[src/rtl/usb_rx_unstuff_if.sv]
// usb_rx_unstuff_if: serial bit input and UTMI-style byte output of the unstuffer
interface usb_rx_unstuff_if;
  logic       bit_in;
  logic       bit_valid;
  logic [7:0] rx_data;
  logic       rx_valid;
  logic       rx_active;
  logic       rx_eop;
  logic       rx_error;
  modport master (
    output bit_in, bit_valid,
    input  rx_data, rx_valid, rx_active, rx_eop, rx_error
  );
  modport slave (
    input  bit_in, bit_valid,
    output rx_data, rx_valid, rx_active, rx_eop, rx_error
  );
endinterface

[src/rtl/usb_rx_unstuff.sv]
// usb_rx_unstuff: NRZI decode, SYNC hunt, bit unstuffing, HS EOP detection and byte assembly
module usb_rx_unstuff #(
  parameter int MIN_SYNC_ZEROS = 4,
  parameter int STUFF_LEN      = 6,
  parameter int IDLE_TIMEOUT   = 16
) (
  input logic clock,
  input logic reset,
  usb_rx_unstuff_if.slave rx
);
  localparam logic [3:0] MZ     = 4'(MIN_SYNC_ZEROS);
  localparam logic [3:0] SL     = 4'(STUFF_LEN);
  localparam logic [2:0] BC_EOP = 3'(STUFF_LEN + 1);
  localparam logic [7:0] IT     = 8'(IDLE_TIMEOUT - 1);
  typedef enum logic {HUNT, DATA} state_t;
  state_t     state;
  logic       prev_level;
  logic [3:0] zero_cnt;
  logic [3:0] ones_cnt;
  logic [2:0] bit_cnt;
  logic [7:0] idle_cnt;
  logic [7:0] sr;
  logic       dec;
  logic [7:0] sh;
  assign dec = ~(rx.bit_in ^ prev_level);
  assign sh  = {dec, sr[7:1]};
  always_ff @(posedge clock or posedge reset)
    if (reset) begin
      state        <= HUNT;
      prev_level   <= 1'b1;
      zero_cnt     <= '0;
      ones_cnt     <= '0;
      bit_cnt      <= '0;
      idle_cnt     <= '0;
      sr           <= '0;
      rx.rx_data   <= '0;
      rx.rx_valid  <= 1'b0;
      rx.rx_active <= 1'b0;
      rx.rx_eop    <= 1'b0;
      rx.rx_error  <= 1'b0;
    end else begin
      rx.rx_valid <= 1'b0;
      rx.rx_eop   <= 1'b0;
      rx.rx_error <= 1'b0;
      if (rx.bit_valid) prev_level <= rx.bit_in;
      if (state == HUNT) begin
        if (rx.bit_valid) begin
          if (!dec) zero_cnt <= (zero_cnt == 4'hf) ? zero_cnt : zero_cnt + 4'd1;
          else if (zero_cnt >= MZ) begin
            state        <= DATA;
            rx.rx_active <= 1'b1;
            zero_cnt     <= '0;
            ones_cnt     <= '0;
            bit_cnt      <= '0;
            idle_cnt     <= '0;
            sr           <= '0;
          end else zero_cnt <= '0;
        end
      end else if (rx.bit_valid) begin
        idle_cnt <= '0;
        // a 1 where a stuffed 0 was due is the HS EOP; a clean EOP leaves no partial data bits
        if (ones_cnt == SL && dec) begin
          state        <= HUNT;
          zero_cnt     <= '0;
          rx.rx_active <= 1'b0;
          rx.rx_eop    <= 1'b1;
          rx.rx_error  <= !(bit_cnt == 3'd0 || bit_cnt == BC_EOP);
        end else if (ones_cnt == SL) ones_cnt <= '0;
        else begin
          sr       <= sh;
          bit_cnt  <= bit_cnt + 3'd1;
          ones_cnt <= dec ? ones_cnt + 4'd1 : 4'd0;
          if (bit_cnt == 3'd7) begin
            rx.rx_data  <= sh;
            rx.rx_valid <= 1'b1;
          end
        end
      end else if (idle_cnt == IT) begin
        state        <= HUNT;
        zero_cnt     <= '0;
        rx.rx_active <= 1'b0;
        rx.rx_error  <= 1'b1;
      end else idle_cnt <= idle_cnt + 8'd1;
    end
endmodule

[src/flat_wrapper.sv]
// flat-port wrapper written by rule: the top's interface ports become plain ports
module usb_rx_unstuff_flat 
#(
  parameter int MIN_SYNC_ZEROS = 4,
  parameter int STUFF_LEN      = 6,
  parameter int IDLE_TIMEOUT   = 16
)
  (clock, reset, rx_bit_in, rx_bit_valid, rx_rx_data, rx_rx_valid, rx_rx_active, rx_rx_eop, rx_rx_error);
  usb_rx_unstuff_if rx_i ();
  input logic clock;
  input logic reset;
  input wire logic [$bits(rx_i.bit_in)-1:0] rx_bit_in;
  input wire logic [$bits(rx_i.bit_valid)-1:0] rx_bit_valid;
  output wire logic [$bits(rx_i.rx_data)-1:0] rx_rx_data;
  output wire logic [$bits(rx_i.rx_valid)-1:0] rx_rx_valid;
  output wire logic [$bits(rx_i.rx_active)-1:0] rx_rx_active;
  output wire logic [$bits(rx_i.rx_eop)-1:0] rx_rx_eop;
  output wire logic [$bits(rx_i.rx_error)-1:0] rx_rx_error;
  assign rx_i.bit_in = rx_bit_in;
  assign rx_i.bit_valid = rx_bit_valid;
  assign rx_rx_data = rx_i.rx_data;
  assign rx_rx_valid = rx_i.rx_valid;
  assign rx_rx_active = rx_i.rx_active;
  assign rx_rx_eop = rx_i.rx_eop;
  assign rx_rx_error = rx_i.rx_error;
  usb_rx_unstuff #(.MIN_SYNC_ZEROS(MIN_SYNC_ZEROS), .STUFF_LEN(STUFF_LEN), .IDLE_TIMEOUT(IDLE_TIMEOUT)) u_core (.clock(clock), .reset(reset), .rx(rx_i));
endmodule
[config.mk]
export PLATFORM = sky130hd
export DESIGN_NAME = usb_rx_unstuff_flat
export DESIGN_NICKNAME = d
export VERILOG_FILES = /design/src/rtl/usb_rx_unstuff_if.sv /design/src/rtl/usb_rx_unstuff.sv /design/src/flat_wrapper.sv
export SDC_FILE = /design/constraint.sdc
export NUM_CORES = 1
export LEC_CHECK = 0
export CAP_MARGIN = 10
export CORE_ASPECT_RATIO = 0.6
export CORE_MARGIN = 2
export CORE_UTILIZATION = 40
export DETAILED_ROUTE_END_ITERATION = 6
export GPL_TIMING_DRIVEN = 0
export RECOVER_POWER = 25
export SETUP_SLACK_MARGIN = 0.05
export SYNTH_ARGS = -nofsm -noshare
export SYNTH_HDL_FRONTEND = slang
export SYNTH_SLANG_ARGS = --single-unit
[constraint.sdc]
create_clock -name clock -period 2.9 [get_ports clock]
set_input_delay 0.435 -clock clock [delete_from_list [all_inputs] [get_ports clock]]
set_output_delay 0.435 -clock clock [all_outputs]
set_load 0.05 [all_outputs]
* Yosys cells after proc, flatten, opt, wreduce, memory -nomap -nowiden *
Index checks and enable logic that the tools add are counted.

cells by class
  reductions and logical operators = 13
  add/subtract/negate cells = 4
  multiplexer cells = 58
  magnitude comparators = 1
  equality and inequality tests = 10
  bitwise gates (word level) = 4

operator list
  cell                 number
  $mux 8               10
  $mux 4               15
  $mux 1               26
  $mux 3               7
  $reduce_and 5->1     3
  $reduce_and 4->1     3
  $add 4x1->4 const B  2
  $add 8x1->8 const B  1
  $eq 8x4->1 const B   1
  $ne 2x2->1 const B   3
  $reduce_bool 2->1    3
  $eq 4x3->1 const B   1
  $eq 4x4->1 const B   1
  $ge 4x3->1 const B   1
  $add 3x1->3 const B  1
  $eq 3x3->1 const B   1
  $logic_not 3->1      1
  $ne 3x2->1 const B   1
  $ne 3x3->1 const B   1
  $not 1->1            3
  $ne 2x1->1 const B   1
  $logic_and 1x1->1    1
  $logic_not 1->1      1
  $logic_or 1x1->1     1
  $xor 1x1->1          1

word-level totals
  output and inout bits = 12
  logic and storage cells = 102
  register bits = 41

* Longest topological paths before layout *
  word-level depth = 6
  mapped depth = 6
  gate-level depth less buffers = 6

* Least setup slack after synthesis *
No wires, ideal clock.

  path type = register -> register
  start = reg u_core.ones_cnt[0]
  end = reg u_core.rx.rx_data[0]
  arrival time = 1.461 ns
  period minus slack after synthesis = 1.589 ns
  data required time = 2.772 ns
  setup slack = 1.311 ns
  path buffers = 0
  cell stages (with the launch flop) = 7
  cells stage by stage = dfrtp_1 -> inv_1 -> ha_1 -> and3b_1 -> nor2_1 -> nand2_1 -> mux2_1

between the ends
  word-level cells in the longest chain between the ends = 4
  elaborated cells between the ends (all ways) = 5
  classes of those cells = eq/ne (1); bitwise (2); reduce/logical (2)

RTL lines
  what                          line                                        source
  start: declaration            usb_rx_unstuff.sv:19                        logic [3:0] ones_cnt;
  start signal: assignment      usb_rx_unstuff.sv:72                        ones_cnt <= dec ? ones_cnt + 4'd1 : 4'd0;
  $eq 4x3->1 *                  usb_rx_unstuff.sv:62, usb_rx_unstuff.sv:68
  $logic_and 1x1->1             usb_rx_unstuff.sv:62                        if (ones_cnt == SL && dec) begin
  $not 1->1 (no line)           --
  $reduce_and 5->1 (no line) *  --
  end signal: assignment        usb_rx_unstuff.sv:74                        rx.rx_data <= sh;
  end: declaration              usb_rx_unstuff_if.sv:16                     output rx_data, rx_valid, rx_active, rx_eop, rx_error

Every way passes the cells marked *; elsewhere a longest branch is shown, timed or not.
A chain may end at the register's enable or synchronous reset.

* Worst setup path in the final report *
  start = in rx_bit_in
  end = reg u_core.zero_cnt[2]

between the ends
  word-level cells in the longest chain between the ends = 5
  elaborated cells between the ends (all ways) = 9
  classes of those cells = eq/ne (2); mux (3); bitwise (2); reduce/logical (2)

RTL lines
  what                        line                  source
  start: declaration          flat_wrapper.sv:12    input wire logic [$bits(rx_i.bit_in)-1:0] rx_bit_in;
  $xor 1x1->1 *               usb_rx_unstuff.sv:25  assign dec = ~(rx.bit_in ^ prev_level);
  $not 1->1                   usb_rx_unstuff.sv:25
  $logic_and 1x1->1           usb_rx_unstuff.sv:62
  $ne 3x3->1 (no line)        --
  $reduce_and 4->1 (no line)  --
  end signal: assignment      usb_rx_unstuff.sv:48  if (!dec) zero_cnt <= (zero_cnt == 4'hf) ? zero_cnt : zero_cnt + 4'd1;
  end: declaration            usb_rx_unstuff.sv:18  logic [3:0] zero_cnt;

Every way passes the cells marked *; elsewhere a longest branch is shown, timed or not. The select of a mux whose other input is x is not followed.

==> results.sh <==
export IMPL_cts_hold_buffers=0
export IMPL_finalCritPeriodShare=0.689
export IMPL_synth_ff_latch_count=40
export IMPL_clock_sinks=40
export IMPL_synth_area_leaders="dfrtp_1, mux2_1, ha_1"
export IMPL_rr_worst_depth=6
export IMPL_period_minus_slack_ns=2.00
export IMPL_tns_ns=0
export IMPL_die_x_microns=93.6
export IMPL_synth_net_count=180
export IMPL_yosysTopAreaCell="dfrtp_1"
export IMPL_report_final_slew_viol_count=0
export IMPL_core_sq_um=4610
export IMPL_drc=0
export IMPL_yosys_area_top_type_share=0.506
export IMPL_sw_frac_of_total=0.354
export IMPL_reg2reg_slack_ns=1.04
export IMPL_p_per_area_nw_per_um2=918
export IMPL_io_pins=16
export IMPL_cp_arrival_ns=2.17
export IMPL_p_seq_frac=0.411
export IMPL_root_buffer="clkbuf_8"
export IMPL_syn_area_per_cell_sq_um=11.4
export IMPL_postLayoutCellArea_sq_um=2290
export IMPL_grt_max_degree=41
export IMPL_vias=1401
export IMPL_max_freq_mhz=500
export IMPL_synth_area_sq_um=1930
export IMPL_ys_flop_type="dfrtp_1"
export IMPL_fp_dieH_microns=57.8
export IMPL_gp_congestion=0.735
export IMPL_grtUsageMet1=0.216
export IMPL_slew_headroom=0.0184
export IMPL_grt_pass1_wl_microns=6420
export IMPL_pwr_share_clk=0.247
export IMPL_cts_buffer_depth=2
export IMPL_clk_latency_ns=0.28
export IMPL_combPwrFrac=0.342
export IMPL_layout_commonest_cell="dfrtp_1"
export IMPL_antenna_cells=0
export IMPL_htreeDepth=2
export IMPL_grt_util_met2=0.238
export IMPL_cp_max_fo=6
export IMPL_firstDrtPassIters=4
export IMPL_placed_area_sq_um=2160
export IMPL_viasPerCell=5.52
export IMPL_max_cap_violations=0
export IMPL_cp_required_ns=3.07
export IMPL_min_path_type="flip-flop to flip-flop"
export IMPL_hold_start="u_core.rx.rx_data[5]"
export IMPL_stdcell_count=254
export IMPL_dp_hpwl_microns=2840
export IMPL_worstReg2RegEnd="u_core.rx.rx_data[6]"
export IMPL_fillers=426
export IMPL_max_vdd_ir_drop_v=0.000379
export IMPL_min_path_cells=1
export IMPL_drive_above_1_share=0.0942
export IMPL_rr_startpoint="u_core.ones_cnt[0]"
export IMPL_dp_cells=247
export IMPL_dr_first_iter_drc_count=43
export IMPL_drt_wl_total_microns=3780
export IMPL_hold_viol=0
export IMPL_antenna_found_initial=0
export IMPL_cts_tree="done"
export IMPL_cts_setup_buffers=0
export IMPL_finalClockSkew_ns=0.00312
export IMPL_grt_busiest_layer="met2"
export IMPL_criticalPathCategory="input port to flip-flop"
export IMPL_start_util=0.418
export IMPL_postSynthCellCount=169
export IMPL_dieArea_sq_um=5410
export IMPL_nNetsFinal=202
export IMPL_p_switching_uw=744
export IMPL_setup_violations=0
export IMPL_synth_edf_count=0
export IMPL_ant_nets=0
export IMPL_synth_distinct_cells=46
export IMPL_tightestPinTransition_ns=1.47
export IMPL_grt_usage=0.154
export IMPL_port_buffer_count=15
export IMPL_status="completed"
export IMPL_p_leak_nw=1.08
export IMPL_internal_power_mw=1.36
export IMPL_hold_end="u_core.rx.rx_data[5]"
export IMPL_num_rows=19
export IMPL_layout_common_cells="dfrtp_1, clkdlybuf4s50_1, nand2_1, a22o_1, inv_1"
export IMPL_endpoint_kind="flip-flop"
export IMPL_gr_usage_met3=0.0429
export IMPL_yosysWarnings=0
export IMPL_area_delta_synth_final_pct=18.6
export IMPL_yosysSeqAreaShare=0.520
export IMPL_grt_pass1_vias=1384
export IMPL_async_reset_ff_frac=1.00
export IMPL_startpoint_type="input port"
export IMPL_numCtsBuffers=5
export IMPL_ctsResizeCount=0
export IMPL_rsz0062_at_grt="false"
export IMPL_overflow=0
export IMPL_cts_reportedPaths_clkPinSlew_ns=0.07
export IMPL_wl_per_cell_microns=14.9
[per-layer routing]
layer,part of all wire,vias up
met5,0,-
met3,0.044,2
met4,0.0042,0
li1,-,664
met1,0.50,706
met2,0.45,29
[per-stage QoR]
step,utilization,power [mW],hold slack [ns],setup slack [ns]
after floorplan,-,1.37,0.459,1.31
after global placement,0.468,1.55,0.472,0.649
after detailed placement,0.468,1.60,0.481,0.607
after CTS,0.496,2.12,0.499,0.910
after global routing,0.496,2.24,0.510,0.632
final,0.496,2.10,0.495,0.901
[power groups by stage]
stage          sequential, mW  clock, mW  combinational (mW)
6_report                0.863      0.518               0.718
2_1_floorplan           0.953          0               0.422
5_1_grt                 0.891      0.562               0.785
4_1_cts                 0.862      0.533               0.725
3_5_place_dp            0.874          0               0.722
3_3_place_gp            0.861          0               0.688
[synth_stat cells (4+ instances only)]
library cell,number
ha_1,7
mux2i_1,4
o31ai_1,4
nor2_1,6
mux2_1,8
and3_1,4
a22o_1,9
inv_1,9
nand3_1,4
dfrtp_1,39
nand2_1,11
or3_1,4
o21ai_1,7
a21oi_1,7
[critical path, cell delays in order]
cell and delay, ns:
clkdlybuf4s50_1 0.60, xor2_1 0.18, nor3_2 0.50, nor3_2 0.13, a211o_1 0.32
[worst max path at each step]
| stage | start | to | slack (ns) | cells past startpoint |
|---|---|---|---|---|
| floorplan | u_core.ones_cnt[0] | u_core.rx.rx_data[0] | 1.31 | 6 |
| global placement | rx_bit_valid | u_core.rx.rx_data[6] | 0.65 | 5 |
| detailed placement | rx_bit_in | u_core.zero_cnt[2] | 0.61 | 5 |
| CTS | rx_bit_in | u_core.zero_cnt[2] | 0.91 | 5 |
| global route | reset | u_core.zero_cnt[1] | 0.63 | 2 |
| finish | rx_bit_in | u_core.zero_cnt[2] | 0.90 | 5 |
[area by class of cell]
class                           instances  area, sq um  area share
Sequential cell                        40         1000       0.438
Clock buffer                            5         68.8      0.0301
Inverter                               10         37.5      0.0164
Timing Repair Buffer                   15          150      0.0657
Tap cell                               63         78.8      0.0345
Buffer                                  5         23.8      0.0104
Multi-Input combinational cell        114          865       0.378
Clock inverter                          2         60.1      0.0263
[cells by family after synthesis]
kind of cell / count (synthesis) / share of synthesized area
compound gates: 44 / 0.164
simple gates: 44 / 0.128
flops: 40 / 0.520
buf+inv: 15 / 0.0318
mux: 14 / 0.0792
fa+ha+maj: 7 / 0.0454
xor+xnor: 5 / 0.0325
[state kept, by name (all words and copies together) (netlist names), 3 cells and up]
signal and count:
u_core.idle_cnt 8, u_core.rx.rx_data 8, u_core.sr 7, u_core.ones_cnt 4, u_core.zero_cnt 4, u_core.bit_cnt 3
Note: power is estimated with default switching activity, not from simulation.
